$ cat src/rtl/lt100_timer.sv
// lt100_timer: 32-bit timer/compare bus responder on the lt100 system bus.
//
// Decodes a 16-byte window at BASE_ADDR (only addr[31:4] compared) holding
// CTRL (0x0), COUNT (0x4), CMP (0x8) and STATUS (0xC). Each accepted request
// completes with a one-cycle ready pulse two edges after enable is sampled.
//
// Ports:
//   clk      system clock, rising edge
//   rst      asynchronous active-high reset
//   enable   transaction request, held with its fields until ready
//   wr_en    1 = write, 0 = read
//   addr     byte address
//   i_data   write data, LSB-aligned to addr
//   be       access width mask relative to addr
//   ready    one-cycle completion pulse
//   o_data   read data, LSB-aligned, held until the next completion
//   irq      STATUS.MATCH & CTRL.IE (combinational from registers)
//   bus_err  error flag, valid while ready
//
// Build option: define LT100_TIMER_PRESCALE_EN to enable CTRL[15:8] PRESCALE.

module lt100_timer #(
    parameter logic [31:0] BASE_ADDR = 32'h0002_0000
) (
    input  logic        clk,
    input  logic        rst,
    input  logic        enable,
    input  logic        wr_en,
    input  logic [31:0] addr,
    input  logic [31:0] i_data,
    input  logic [3:0]  be,
    output logic        ready,
    output logic [31:0] o_data,
    output logic        irq,
    output logic        bus_err
);

    localparam int unsigned DATA_W = 32;
    localparam int unsigned LANE_N = 4;

    typedef enum logic [1:0] {
        ST_IDLE   = 2'd0,
        ST_ACCESS = 2'd1,
        ST_RESP   = 2'd2,
        ST_HOLD   = 2'd3
    } state_t;

    state_t r_state;
    state_t w_state_nxt;
    logic   w_latch;
    logic   w_access;

    logic              r_wr_en;
    logic [DATA_W-1:0] r_addr;
    logic [DATA_W-1:0] r_wdata;
    logic [3:0]        r_be;

    logic              r_run;
    logic              r_auto;
    logic              r_ie;
    logic [DATA_W-1:0] r_count;
    logic [DATA_W-1:0] r_cmp;
    logic              r_match;

    logic [1:0]        w_off;
    logic [1:0]        w_sel;
    logic [6:0]        w_mask;
    logic [3:0]        w_lanes;
    logic              w_err;
    logic              w_wr_ok;
    logic              w_ctrl_wr;
    logic              w_count_wr;
    logic              w_cmp_wr;
    logic [DATA_W-1:0] w_wdata_sh;
    logic [DATA_W-1:0] w_rd_word;
    logic [DATA_W-1:0] w_rdata_sh;
    logic [DATA_W-1:0] w_count_nxt;
    logic              w_match_set;
    logic              w_match_clr;
    logic              w_tick;
    logic [7:0]        w_presc_rd;

    // Replace the bytes of old_w selected by lanes with those of new_w.
    function automatic logic [DATA_W-1:0] f_merge(input logic [DATA_W-1:0] old_w,
                                                  input logic [DATA_W-1:0] new_w,
                                                  input logic [3:0]        lanes);
        logic [DATA_W-1:0] res;
        res = old_w;
        for (int n = 0; n < int'(LANE_N); n++) begin
            if (lanes[n]) res[8*n +: 8] = new_w[8*n +: 8];
        end
        return res;
    endfunction

    // Handshake FSM: state register.
    always_ff @(posedge clk or posedge rst) begin
        if (rst) r_state <= ST_IDLE;
        else     r_state <= w_state_nxt;
    end

    // Handshake FSM: next state and per-state strobes.
    always_comb begin
        w_state_nxt = r_state;
        w_latch     = 1'b0;
        w_access    = 1'b0;
        case (r_state)
            ST_IDLE: begin
                if (enable) begin
                    w_latch     = 1'b1;
                    w_state_nxt = ST_ACCESS;
                end
            end
            ST_ACCESS: begin
                w_access    = 1'b1;
                w_state_nxt = ST_RESP;
            end
            ST_RESP: begin
                w_state_nxt = enable ? ST_HOLD : ST_IDLE;
            end
            ST_HOLD: begin
                if (!enable) w_state_nxt = ST_IDLE;
            end
            default: w_state_nxt = ST_IDLE;
        endcase
    end

    // Request capture so a dropped enable still completes the access.
    always_ff @(posedge clk or posedge rst) begin
        if (rst) begin
            r_wr_en <= 1'b0;
            r_addr  <= '0;
            r_wdata <= '0;
            r_be    <= '0;
        end else if (w_latch) begin
            r_wr_en <= wr_en;
            r_addr  <= addr;
            r_wdata <= i_data;
            r_be    <= be;
        end
    end

    // Address decode, lane mask and error detection.
    always_comb begin
        w_off      = r_addr[1:0];
        w_sel      = r_addr[3:2];
        w_mask     = 7'(r_be) << w_off;
        w_lanes    = w_mask[3:0];
        w_err      = (|w_mask[6:4]) || (r_be == 4'd0) ||
                     (r_addr[31:4] != BASE_ADDR[31:4]);
        w_wr_ok    = w_access && r_wr_en && !w_err;
        w_ctrl_wr  = w_wr_ok && (w_sel == 2'd0);
        w_count_wr = w_wr_ok && (w_sel == 2'd1);
        w_cmp_wr   = w_wr_ok && (w_sel == 2'd2);
        w_wdata_sh = r_wdata << {w_off, 3'b000};
    end

`ifdef LT100_TIMER_PRESCALE_EN
    logic [7:0] r_presc;
    logic [7:0] r_pre_cnt;

    // Prescaler restarts on RUN=0 or any CTRL write so a new ratio starts clean.
    always_ff @(posedge clk or posedge rst) begin
        if (rst) begin
            r_presc   <= '0;
            r_pre_cnt <= '0;
        end else begin
            if (w_ctrl_wr && w_lanes[1]) r_presc <= w_wdata_sh[15:8];
            if (w_ctrl_wr || !r_run || w_tick) r_pre_cnt <= '0;
            else                               r_pre_cnt <= r_pre_cnt + 8'd1;
        end
    end

    assign w_tick     = r_run && (r_pre_cnt == r_presc);
    assign w_presc_rd = r_presc;
`else
    assign w_tick     = r_run;
    assign w_presc_rd = 8'h00;
`endif

    // Register read mux.
    always_comb begin
        w_rd_word = '0;
        case (w_sel)
            2'd0:    w_rd_word = {16'h0000, w_presc_rd, 5'b00000, r_ie, r_auto, r_run};
            2'd1:    w_rd_word = r_count;
            2'd2:    w_rd_word = r_cmp;
            default: w_rd_word = {31'd0, r_match};
        endcase
        w_rdata_sh = w_rd_word >> {w_off, 3'b000};
    end

    // Counter step and match; a bus write to COUNT overrides the tick.
    always_comb begin
        w_count_nxt = r_count;
        w_match_set = 1'b0;
        if (w_tick) begin
            if (r_count == r_cmp) begin
                w_match_set = 1'b1;
                w_count_nxt = r_auto ? '0 : r_count + 32'd1;
            end else begin
                w_count_nxt = r_count + 32'd1;
            end
        end
        if (w_count_wr) w_count_nxt = f_merge(r_count, w_wdata_sh, w_lanes);
        w_match_clr = w_wr_ok && (w_sel == 2'd3) && w_lanes[0] && w_wdata_sh[0];
    end

    // Timer registers.
    always_ff @(posedge clk or posedge rst) begin
        if (rst) begin
            r_run   <= 1'b0;
            r_auto  <= 1'b0;
            r_ie    <= 1'b0;
            r_count <= '0;
            r_cmp   <= '1;
            r_match <= 1'b0;
        end else begin
            r_count <= w_count_nxt;
            r_match <= (r_match && !w_match_clr) || w_match_set;
            if (w_ctrl_wr && w_lanes[0]) begin
                r_run  <= w_wdata_sh[0];
                r_auto <= w_wdata_sh[1];
                r_ie   <= w_wdata_sh[2];
            end
            if (w_cmp_wr) r_cmp <= f_merge(r_cmp, w_wdata_sh, w_lanes);
        end
    end

    // Response: ready pulse, error flag and read data; writes leave o_data alone.
    always_ff @(posedge clk or posedge rst) begin
        if (rst) begin
            ready   <= 1'b0;
            bus_err <= 1'b0;
            o_data  <= '0;
        end else begin
            ready   <= w_access;
            bus_err <= w_access && w_err;
            if (w_access) begin
                if (w_err)         o_data <= '0;
                else if (!r_wr_en) o_data <= w_rdata_sh;
            end
        end
    end

    assign irq = r_match && r_ie;

endmodule

$ cat config.mk
export PLATFORM = sky130hd
export DESIGN_NAME = lt100_timer
export DESIGN_NICKNAME = d
export VERILOG_FILES = /design/src/rtl/lt100_timer.sv
export SDC_FILE = /design/constraint.sdc
export NUM_CORES = 1
export LEC_CHECK = 0
export CAP_MARGIN = 40
export CORE_MARGIN = 2
export CORE_UTILIZATION = 50
export DETAILED_ROUTE_END_ITERATION = 12
export MAX_ROUTING_LAYER = met4
export PLACE_DENSITY = 0.7
export SYNTH_ARGS = -nofsm -noshare
export SYNTH_HDL_FRONTEND = slang
export SYNTH_SLANG_ARGS = --single-unit
$ cat constraint.sdc
create_clock -name clk -period 17.19 [get_ports clk]
set_input_delay 4.2975 -clock clk [delete_from_list [all_inputs] [get_ports clk]]
set_output_delay 4.2975 -clock clk [all_outputs]
set_load 0.01 [all_outputs]
==> qor.yml <==
run_status:
  status: "completed"
route:
  ant_nets: 0
  drc: 0
  viasPerCell: 6.248
  vias: 7679
  drtPass1Iterations: 6
  drtIter0Drc: 924
  wl_per_cell_um: 21.24
  wirelength_um: 26110
power_and_ir_drop:
  power_density_mw_per_mm2: 113.7
  pwr-share-seq_pct: 41.0
  p_int_uw: 824.7
  vdd_ir_drop_max_uv: 74.28
  p_leak_uw: 0.004369
  p_comb_share_pct: 28.0
  pwr-share-clk_pct: 31.0
  swShare_pct: 35.79
  switching_power_uw: 459.7
  total_power_uw: 1284
synth:
  synth-edff-count: 0
  synth_seq_cells: 173
  synth_ff_type: "dfrtp_1"
  avgSynthCellArea_um2: 10.39
  ys_warn_count: 0
  syn-instance-count: 903
  synthDistinctLibCells: 61
  synth_nets: 976
  netlist_area_mm2: 0.009381
  async_reset_ff_share_pct: 100.0
  seq_area_frac_synth_pct: 46.57
cts:
  cts-hold-fix-buffers: 0
  cts_resized: 0
  cts_root_buf: "clkbuf_16"
  cts_max_level: 4
  cts_buffer_depth: 2
  clock_sinks: 173
  clk_pin_slew_ns: 0.07
  tritoncts: "built"
  worstSkewPairLatency_ns: 0.45
  numCtsBuffers: 17
  cts_setup_buffers: 0
worst_setup_path:
  cp_top_family: "buffers and inverters"
  path_buf_inv: 1
  cp_max_fo: 3
  path_class: "flip-flop to output port"
  startpoint_type: "flip-flop"
  slowest_delay_ns: 0.55
  end_kind: "output port"
  crit_slowest_cell: "clkdlybuf4s50_1"
  rr_startpoint: "r_addr[1]"
  crit_required_ns: 12.89
  cp_cell_sequence: "and2_1 > clkdlybuf4s50_1"
  worstPathArrival_ns: 1.56
  crit_start: "r_match"
timing:
  rsz0062_at_grt: "false"
  finClkSkew_ns: 0.01834
  tightest_slew_ns: 0.9223
  slew_headroom_pct: 38.51
  finalCriticalPeriod_ns: 5.857
  fin_crit_sh_pct: 34.07
  hold_viol_final: 0
  setup_viol: 0
  setup_ws_ns: 11.33
  finalSetupTns_ns: 0
  maxSlewViolCount: 0
  fmax_mhz: 170.7
finish:
  final_cell_mix: "dfrtp_1, mux2_2, clkdlybuf4s50_1"
  drive_gt1_share_pct: 21.91
  final_common_cell: "dfrtp_1"
  nFillCells: 1532
  diodes: 0
  nets: 1055
  stdcell_count: 1229
  area_delta_synth_final_pct: 20.46
placement:
  placed_cells: 1196
  dp_hpwl_um: 19140
  post-place-ws_ns: 10.98
  gp_congestion: 0.9534
  portBuffers: 106
floorplanning:
  initial_core_util_pct: 50.49
  dieArea_mm2: 0.01988
  core_mm2: 0.01858
  rows: 50
  die_x_um: 141.0
  die_y_um: 141.0
  ios: 107
grt:
  grt_pass1_vias: 7314
  grtUsageTotal_pct: 27.82
  grt_max_degree: 96
  grt_antenna_before_repair: 0
  grt_overflow_total: 0
  grt_pass1_wl_um: 41540
hold_path:
  hp-class: "flip-flop to flip-flop"
  min_from: "o_data[4]"
run:
  cap_violations: 0
state kept, by name, summed over array words and instances (netlist names), 2 cells and up:
| name | flops |
|---|---|
| o_data | 32 |
| r_addr | 32 |
| r_cmp | 32 |
| r_count | 32 |
| r_wdata | 32 |
| r_be | 4 |
| r_state | 2 |
through the flow:
stage	hold WS [ns]	utilization (%)	cell area (um^2)
after floorplan	0.4715	-	9382
after global placement	0.4614	57.11	10610
after detailed placement	0.4694	57.53	10690
after CTS	0.4856	60.79	11300
after global routing	0.5049	60.82	11300
final	0.4786	60.82	11300
worst paths after layout:
kind	endpoint	depth (start not counted)	slack (ns)
min in group asynchronous	o_data[7]	2	4.09
worst min-delay path	o_data[4]	2	0.48
worst max register to register	r_count[28]	7	13.79
worst min register to register	o_data[4]	2	0.48
max in group asynchronous	r_cmp[24]	5	11.67
worst max-delay path	irq	2	11.33
final cells by class:
class / instances / area (um^2) / share of cell area, %
multi-input combinational: 632 / 4648 / 41.13
sequential: 173 / 4372 / 38.68
timing repair buffer: 128 / 1264 / 11.18
clock buffer: 18 / 439.2 / 3.886
tap: 234 / 292.8 / 2.591
clock inverter: 14 / 167.7 / 1.484
inverter: 30 / 117.6 / 1.041
power groups by stage:
stage,clock network (uW),registers (uW),logic (uW)
finish,398,526,360
global route,422,536,384
detailed placement,0,534,352
floorplan,0,506,250
CTS,403,526,353
global placement,0,531,345
cell families after synthesis:
| kind of cell | after synthesis | synth area share (%) |
|---|---|---|
| muxes | 142 | 16.72 |
| adders and majority gates | 1 | 0.1333 |
| AOI/OAI and AO/OA | 211 | 15.14 |
| buffers and inverters | 98 | 3.988 |
| xor gates and xnor gates | 33 | 3.081 |
| DFF | 173 | 46.57 |
| and+or+nand+nor | 245 | 14.36 |
synthesized netlist by cell type, drive strengths merged (18+ instances only):
master / n / area [um^2]
dfstp: 32 / 840.8
mux2i: 33 / 330.3
nand2: 78 / 292.8
dfrtp: 141 / 3528
nor4: 21 / 183.9
nor2: 25 / 93.84
buf: 18 / 73.82
o22ai: 18 / 112.6
a211oi: 18 / 135.1
mux2: 108 / 1216
o21ai: 42 / 210.2
a22oi: 32 / 240.2
nand4: 23 / 150.1
xnor2: 33 / 289.0
a21oi: 37 / 185.2
nand3: 29 / 145.1
clkbuf: 50 / 187.7
inv: 29 / 108.9
worst reg2reg max path, stage by stage, from the launching register on:
cell and delay [ns]:
dfrtp_2 0.75, buf_4 0.47, a211oi_1 0.09, a21oi_1 0.75, mux2i_1 0.35, buf_4 0.28
or4_1 0.54, nand3_1 0.10
routing by layer:
metal,share of wire (%),global-route usage (%)
met5,0,-
met1,45,38.32
met4,3.7,10.89
met3,6.2,4.925
met2,45,41.21
Power figures use the tool's default switching activity.
